### src/rtl/uart_pkg.sv
// Shared UART definitions used by the transmitter and the receiver.
package uart_pkg;

  localparam int UART_DATA_BITS              = 8;
  localparam int UART_DEFAULT_CLOCKS_PER_BIT = 5208;

  localparam logic UART_IDLE_LEVEL  = 1'b1;
  localparam logic UART_START_LEVEL = 1'b0;

  // ST_PARITY_BIT stays in the encoding so the receiver sees a stable type
  // whichever way the transmitter is built.
  typedef enum logic [2:0] {
    ST_IDLE       = 3'd0,
    ST_START_BIT  = 3'd1,
    ST_DATA_BITS  = 3'd2,
    ST_PARITY_BIT = 3'd3,
    ST_STOP_BIT   = 3'd4,
    ST_DONE       = 3'd5
  } uart_tx_state_t;

endpackage

### src/rtl/uart_transmitter_if.sv
// Byte-level handshake between the RAM-to-UART bridge and the transmitter.
interface uart_transmitter_if;
  import uart_pkg::*;

  logic                      START_TRANSMISSION;
  logic [UART_DATA_BITS-1:0] DATA_TO_TRANSMIT;
  logic                      TX_SERIAL_OUT;
  logic                      TRANSMITTER_BUSY;
  logic                      TRANSMITTED_8_BITS_FLAG;

  modport master (
    output START_TRANSMISSION,
    output DATA_TO_TRANSMIT,
    input  TX_SERIAL_OUT,
    input  TRANSMITTER_BUSY,
    input  TRANSMITTED_8_BITS_FLAG
  );

  modport slave (
    input  START_TRANSMISSION,
    input  DATA_TO_TRANSMIT,
    output TX_SERIAL_OUT,
    output TRANSMITTER_BUSY,
    output TRANSMITTED_8_BITS_FLAG
  );

endinterface

### src/rtl/uart_baud_counter.sv
// Bit-cycle counter: counts 0..CLOCKS_PER_BIT-1 and wraps; BIT_DONE marks
// the last cycle of the current bit.
module uart_baud_counter
  import uart_pkg::*;
#(
  parameter int CLOCKS_PER_BIT = UART_DEFAULT_CLOCKS_PER_BIT
) (
  input  logic MAIN_CLOCK,
  input  logic RESET,
  input  logic CLEAR,
  output logic BIT_DONE
);

  localparam int             W    = $clog2(CLOCKS_PER_BIT);
  localparam logic [W-1:0]   LAST = W'(CLOCKS_PER_BIT - 1);

  logic [W-1:0] r_count;

  // Free-running count held at zero while cleared, wrapping at the bit end.
  always_ff @(posedge MAIN_CLOCK or posedge RESET) begin
    if (RESET) begin
      r_count <= '0;
    end else if (CLEAR || (r_count == LAST)) begin
      r_count <= '0;
    end else begin
      r_count <= r_count + 1'b1;
    end
  end

  assign BIT_DONE = (r_count == LAST);

endmodule

### src/rtl/uart_transmitter.sv
// UART transmitter: one byte per request, 8N1 LSB first, with a one-cycle
// completion flag for the bridge. Define UART_TX_PARITY_EN for 8E1 frames.
//
// state         | meaning
// --------------+------------------------------------------------
// ST_IDLE       | line high, waiting for START_TRANSMISSION
// ST_START_BIT  | line low for one bit time
// ST_DATA_BITS  | shifting out 8 data bits, LSB first
// ST_PARITY_BIT | even parity bit (UART_TX_PARITY_EN builds only)
// ST_STOP_BIT   | line high for one bit time
// ST_DONE       | single cycle, completion flag high
module uart_transmitter
  import uart_pkg::*;
#(
  parameter int CLOCKS_PER_BIT = UART_DEFAULT_CLOCKS_PER_BIT
) (
  input  logic                MAIN_CLOCK,
  input  logic                RESET,
  uart_transmitter_if.slave   tx_if
);

  localparam logic [2:0] LAST_BIT_IDX = 3'(UART_DATA_BITS - 1);

  uart_tx_state_t            r_state;
  logic [UART_DATA_BITS-1:0] r_shift;
  logic [2:0]                r_bit_idx;
  logic                      r_tx;
  logic                      r_busy;
  logic                      r_flag;
  logic                      w_bit_done;
  logic                      w_clear;
`ifdef UART_TX_PARITY_EN
  logic                      r_parity;
`endif

  // Counter is held at zero outside a frame so every frame starts aligned.
  assign w_clear = (r_state == ST_IDLE) || (r_state == ST_DONE);

  uart_baud_counter #(
    .CLOCKS_PER_BIT(CLOCKS_PER_BIT)
  ) u_baud_counter (
    .MAIN_CLOCK (MAIN_CLOCK),
    .RESET      (RESET),
    .CLEAR      (w_clear),
    .BIT_DONE   (w_bit_done)
  );

  // Frame sequencer; line level, busy and flag are set with each transition.
  always_ff @(posedge MAIN_CLOCK or posedge RESET) begin
    if (RESET) begin
      r_state   <= ST_IDLE;
      r_shift   <= '0;
      r_bit_idx <= '0;
      r_tx      <= UART_IDLE_LEVEL;
      r_busy    <= 1'b0;
      r_flag    <= 1'b0;
`ifdef UART_TX_PARITY_EN
      r_parity  <= 1'b0;
`endif
    end else begin
      r_flag <= 1'b0;
      case (r_state)
        ST_IDLE: begin
          r_tx   <= UART_IDLE_LEVEL;
          r_busy <= 1'b0;
          if (tx_if.START_TRANSMISSION) begin
            r_shift   <= tx_if.DATA_TO_TRANSMIT;
            r_bit_idx <= '0;
            r_tx      <= UART_START_LEVEL;
            r_busy    <= 1'b1;
            r_state   <= ST_START_BIT;
`ifdef UART_TX_PARITY_EN
            r_parity  <= ^tx_if.DATA_TO_TRANSMIT;
`endif
          end
        end
        ST_START_BIT: begin
          if (w_bit_done) begin
            r_tx    <= r_shift[0];
            r_state <= ST_DATA_BITS;
          end
        end
        ST_DATA_BITS: begin
          if (w_bit_done) begin
            if (r_bit_idx == LAST_BIT_IDX) begin
`ifdef UART_TX_PARITY_EN
              r_tx    <= r_parity;
              r_state <= ST_PARITY_BIT;
`else
              r_tx    <= UART_IDLE_LEVEL;
              r_state <= ST_STOP_BIT;
`endif
            end else begin
              r_shift   <= r_shift >> 1;
              r_tx      <= r_shift[1];
              r_bit_idx <= r_bit_idx + 3'd1;
            end
          end
        end
`ifdef UART_TX_PARITY_EN
        ST_PARITY_BIT: begin
          if (w_bit_done) begin
            r_tx    <= UART_IDLE_LEVEL;
            r_state <= ST_STOP_BIT;
          end
        end
`endif
        ST_STOP_BIT: begin
          if (w_bit_done) begin
            r_flag  <= 1'b1;
            r_state <= ST_DONE;
          end
        end
        ST_DONE: begin
          r_tx    <= UART_IDLE_LEVEL;
          r_busy  <= 1'b0;
          r_state <= ST_IDLE;
        end
        default: begin
          r_tx    <= UART_IDLE_LEVEL;
          r_busy  <= 1'b0;
          r_state <= ST_IDLE;
        end
      endcase
    end
  end

  assign tx_if.TX_SERIAL_OUT           = r_tx;
  assign tx_if.TRANSMITTER_BUSY        = r_busy;
  assign tx_if.TRANSMITTED_8_BITS_FLAG = r_flag;

endmodule

### src/flat_wrapper.sv
// flat-port wrapper written by rule: the top's interface ports become plain ports
module uart_transmitter_flat import uart_pkg::*;
#(
  parameter int CLOCKS_PER_BIT = UART_DEFAULT_CLOCKS_PER_BIT
)
  (MAIN_CLOCK, RESET, tx_if_START_TRANSMISSION, tx_if_DATA_TO_TRANSMIT, tx_if_TX_SERIAL_OUT, tx_if_TRANSMITTER_BUSY, tx_if_TRANSMITTED_8_BITS_FLAG);
  uart_transmitter_if tx_if_i ();
  input  logic MAIN_CLOCK;
  input  logic RESET;
  input wire logic [$bits(tx_if_i.START_TRANSMISSION)-1:0] tx_if_START_TRANSMISSION;
  input wire logic [$bits(tx_if_i.DATA_TO_TRANSMIT)-1:0] tx_if_DATA_TO_TRANSMIT;
  output wire logic [$bits(tx_if_i.TX_SERIAL_OUT)-1:0] tx_if_TX_SERIAL_OUT;
  output wire logic [$bits(tx_if_i.TRANSMITTER_BUSY)-1:0] tx_if_TRANSMITTER_BUSY;
  output wire logic [$bits(tx_if_i.TRANSMITTED_8_BITS_FLAG)-1:0] tx_if_TRANSMITTED_8_BITS_FLAG;
  assign tx_if_i.START_TRANSMISSION = tx_if_START_TRANSMISSION;
  assign tx_if_i.DATA_TO_TRANSMIT = tx_if_DATA_TO_TRANSMIT;
  assign tx_if_TX_SERIAL_OUT = tx_if_i.TX_SERIAL_OUT;
  assign tx_if_TRANSMITTER_BUSY = tx_if_i.TRANSMITTER_BUSY;
  assign tx_if_TRANSMITTED_8_BITS_FLAG = tx_if_i.TRANSMITTED_8_BITS_FLAG;
  uart_transmitter #(.CLOCKS_PER_BIT(CLOCKS_PER_BIT)) u_core (.MAIN_CLOCK(MAIN_CLOCK), .RESET(RESET), .tx_if(tx_if_i));
endmodule
### config.mk
export PLATFORM = sky130hd
export DESIGN_NAME = uart_transmitter_flat
export DESIGN_NICKNAME = d
export VERILOG_FILES = /design/src/rtl/uart_pkg.sv /design/src/rtl/uart_transmitter_if.sv /design/src/rtl/uart_baud_counter.sv /design/src/rtl/uart_transmitter.sv /design/src/flat_wrapper.sv
export SDC_FILE = /design/constraint.sdc
export NUM_CORES = 1
export LEC_CHECK = 0
export CORE_AREA = 2 2 76 78
export CTS_CLUSTER_SIZE = 16
export DETAILED_ROUTE_END_ITERATION = 8
export DIE_AREA = 0 0 78 80
export PLACE_DENSITY = 0.54
export SYNTH_ARGS = -nofsm -noshare
export SYNTH_HDL_FRONTEND = slang
export SYNTH_SLANG_ARGS = --single-unit
export TNS_END_PERCENT = 1
### constraint.sdc
create_clock -name MAIN_CLOCK -period 2.25 [get_ports MAIN_CLOCK]
set_clock_uncertainty 0.05 [all_clocks]
set_input_delay 0.675 -clock MAIN_CLOCK [delete_from_list [all_inputs] [get_ports MAIN_CLOCK]]
set_output_delay 0.675 -clock MAIN_CLOCK [all_outputs]
set_load 0.01 [all_outputs]
==> results.txt <==
* Die Area: 6240 um^2
- In this design, the largest share of critical-path delay is due to flip-flops.
- Dpl ws: -71.66 ps
* Grt total ovfl: 0
- Yosys printed 0 warnings.
- Static timing analysis puts the maximum clock frequency at 477.8 MHz.
- For this block, the routed nets add up to around 3.0 mm of wire.
- Diodes inserted: 0
* Tot Pwr: 1.634 mW
- Longest Clk Path Bufs: 2
- In this run the count of I/O pins placed on the die edge is 14.
* Leakage: 0.8538 nW
- Count of final hold-check violations: 0
* Post-route standard cell area excluding fillers: approximately 2000 um^2
- Setup repair after global routing left no endpoint under its margin.
- A synthesized cell averages between 10 and 15 um^2.
- Final instance count without filler cells: 239
* Clock edge transition at the registers on the reported setup and hold paths: approximately 60 ps
* Starting Density: 29.47%
- In this run the worst setup path begins at u_core.tx_if.TX_SERIAL_OUT.
* Critical R2R Launch: u_core.u_baud_counter.r_count[7]
- In the final routed layout, each cell accounts on average for 12.40 um.
* Worst-path cell chain: clkdlybuf4s50_1
- Number of enable-type register cells in the synthesized netlist: 0
- Once layout is complete, the utilization of the core stands at a little under two fifths.
* Number of nets produced by synthesis: 155
* Highest metal layer with signal wires: met4
- The via count of the first global-routing pass is 1,137.
* Detail Route met3 WL: 127 um
- Setup slack on the critical path of the routed design comes to approximately 160 ps.
- At the pin with the least slew margin, the transition time is 472.6 ps.
- The congestion estimate from routability-driven global placement came to 0.8099.
- After detailed routing, the number of vias per cell comes to 4.544.
- For this run, the slowest stage of the critical path takes 550 ps.
- Setup bufs post-CTS: 0
- In this run, post-CTS hold repair placed 0 buffers.
- Final max-slew violation count: 0
* CP max stage cell: dfstp_2
* Total GRT Usage: 10.82%
- Number of synthesized register bits: 30
* Detailed Routing Iterations Pass 1: 2
* Worst-Skew Late Latency: around 290 ps
* Global-route wire length before repair: around 5.2 mm
* Number of antenna-violating nets in the routed design: 0
- Among all flip-flop cells after synthesis, the most frequent one is dfrtp_1.
- IR analysis of the VDD net gives a maximum drop of roughly 0.28 mV.
- Input and output buffers added on the ports amount to 13.
- Number of buffer and inverter stages on the critical path: 1
- Clock tree synthesis found a total of 30 sinks.
* TritonCTS clock tree: yes
* Standard cell area after detailed placement: between 1500 and 2000 um^2
- DRC violation count after routing: 0
- Synth top area share: 45.56%
* Largest net degree at the start of global routing: 31
- Critical-path maximum fanout: 3
* CP Capture Point: tx_if_TX_SERIAL_OUT
* Required time of the critical path: approximately 1500 ps
- In the synthesized netlist the async set-or-reset flop fraction comes to 100.0%.
* Register-to-register setup slack: 220 ps
- The initialized floorplan defines 27 standard-cell rows.
* Number of cells on the worst reg-to-reg path: 4
- On the final layout, the worst hold slack is around 430 ps.
* Final clock period utilization by the worst path: approximately 93%
* Critical path depth: 1
* Cell type with the highest aggregate area in the netlist: dfrtp_1
- The worst path needs 2093 ps of the cycle, external delays included.
- Dividing total power by cell area gives a power density of between 800 and 900 nW/um^2.
* Number of clock buffers inserted by TritonCTS: 5
* DP Wirelength: roughly 2 mm
- The worst setup path is of the reg2out kind.
- Routed vias: ~1,100
- In this run the standard cell core region covers around 5400 um^2.
- Most repeated cell in the gate-level netlist after synthesis: dfrtp_1
* Number of setup violations in the final report: 0
- Overall die width: 78 um
- Number of antenna violations at the first check in global routing: 0
* Die Y-Extent: 80 um
- Share of layout cells above drive strength 1: 25.75%
- Setup total negative slack on the finished layout was measured at 0 ps.
- Final layout net count: between 150 and 200
* Data arrival, critical path: between 1000 and 1500 ps
- Max-slew headroom at the worst pin: between 60% and 70%
- Layout overhead on the synthesized area: 25.06%
- Kind of launch point of the worst setup path: register
- Counting instances in the post-synthesis netlist gives the leading cell types as dfrtp_1 (29), nor2_1 (16), mux2_2 (9), xnor2_1 (9), inv_1 (8).
* Number of unique standard cell types used by synthesis: 39
- The flow ran to the end, and the final reports show no timing, DRC or antenna violations.
- The H-tree was split into 2 levels.
- By area the synthesized netlist is led by dfrtp_1 (46%), mux2_4 (6.6%), mux2_2 (6.4%).
* Setup crit end kind: output pin
- The tree is rooted in a clkbuf_8.
* DRT iter0 DRCs: 42
* Max-Cap Viols: 0
- In this run the critical register-to-register path is captured at u_core.r_bit_idx[0].
- The mapped netlist covers 1593 um^2.
- Placed insts: around 230
- The worst hold path belongs to the class reg2reg.
- Summed over all nets, wire length on met2 after detailed routing comes to about 1.4 mm.
- Gates resized during post-CTS repair numbered 0.
- Cell count after synthesis: between 100 and 150
- Sum of routed wire segments on met1: 1.343 mm
* Share of synthesized area occupied by flip-flops and latches: 47.21%
==> worst min path at each step <==
stage	cells past startpoint	startpoint	to
final	1	u_core.tx_if.TRANSMITTER_BUSY	u_core.tx_if.TRANSMITTER_BUSY
after global routing	1	u_core.tx_if.TRANSMITTER_BUSY	u_core.tx_if.TRANSMITTER_BUSY
after CTS	1	u_core.tx_if.TRANSMITTER_BUSY	u_core.tx_if.TRANSMITTER_BUSY
after detailed placement	1	u_core.tx_if.TRANSMITTER_BUSY	u_core.tx_if.TRANSMITTER_BUSY
after global placement	1	u_core.tx_if.TRANSMITTER_BUSY	u_core.tx_if.TRANSMITTER_BUSY
after floorplan	1	u_core.u_baud_counter.r_count[0]	u_core.u_baud_counter.r_count[0]
==> cell usage in the layout, fill, tap and decap left out, types with 2 or more instances in the layout <==
master	count
dfrtp_1	29
and3_1	2
nor2_1	16
buf_4	9
nand2_1	6
xor2_1	4
xnor2_1	9
nand2b_1	2
clkbuf_8	6
inv_1	8
mux2_2	9
a21oi_1	3
o21ai_0	2
mux2i_1	3
clkdlybuf4s50_1	13
nand3_1	5
ha_1	3
nor3_1	7
mux2_4	7
nand4_1	3
bufinv_16	2
==> report_power, final <==
group          internal, mW  switching, mW
combinational         0.130          0.103
sequential            0.627         0.0911
clock                 0.472          0.211
==> logic make-up after synthesis <==
group           Yosys count  share of synthesized area [%]
mux                      19                          14.85
compound gates           11                          5.264
xor+xnor                 13                          7.149
simple gates             52                          18.07
flops                    30                          47.21
fa+ha+maj                 3                          2.357
buf+inv                  13                          5.106
==> cell type report <==
type / count / area (um^2)
inverter: 8 / 30.03
multi-input combinational: 98 / 759.5
timing repair buffer: 23 / 217.7
fill: 544 / 3413
sequential: 30 / 752.0
clock buffer: 6 / 82.58
tap: 72 / 90.09
clock inverter: 2 / 60.06
==> sequential cells by signal (all words and copies together), names as in the netlist <==
signal	flops
u_core.u_baud_counter.r_count	13
u_core.r_shift	8
u_core.r_bit_idx	3
u_core.r_state	3
u_core.tx_if.TRANSMITTED_8_BITS_FLAG	1
u_core.tx_if.TRANSMITTER_BUSY	1
u_core.tx_if.TX_SERIAL_OUT	1
==> metal layers <==
layer	up-vias	track usage, %
met5	-	0
met4	0	4.386
met3	6	5.090
met2	15	16.72
met1	531	12.99
li1	534	-
Note: power is estimated with default switching activity, not from simulation.
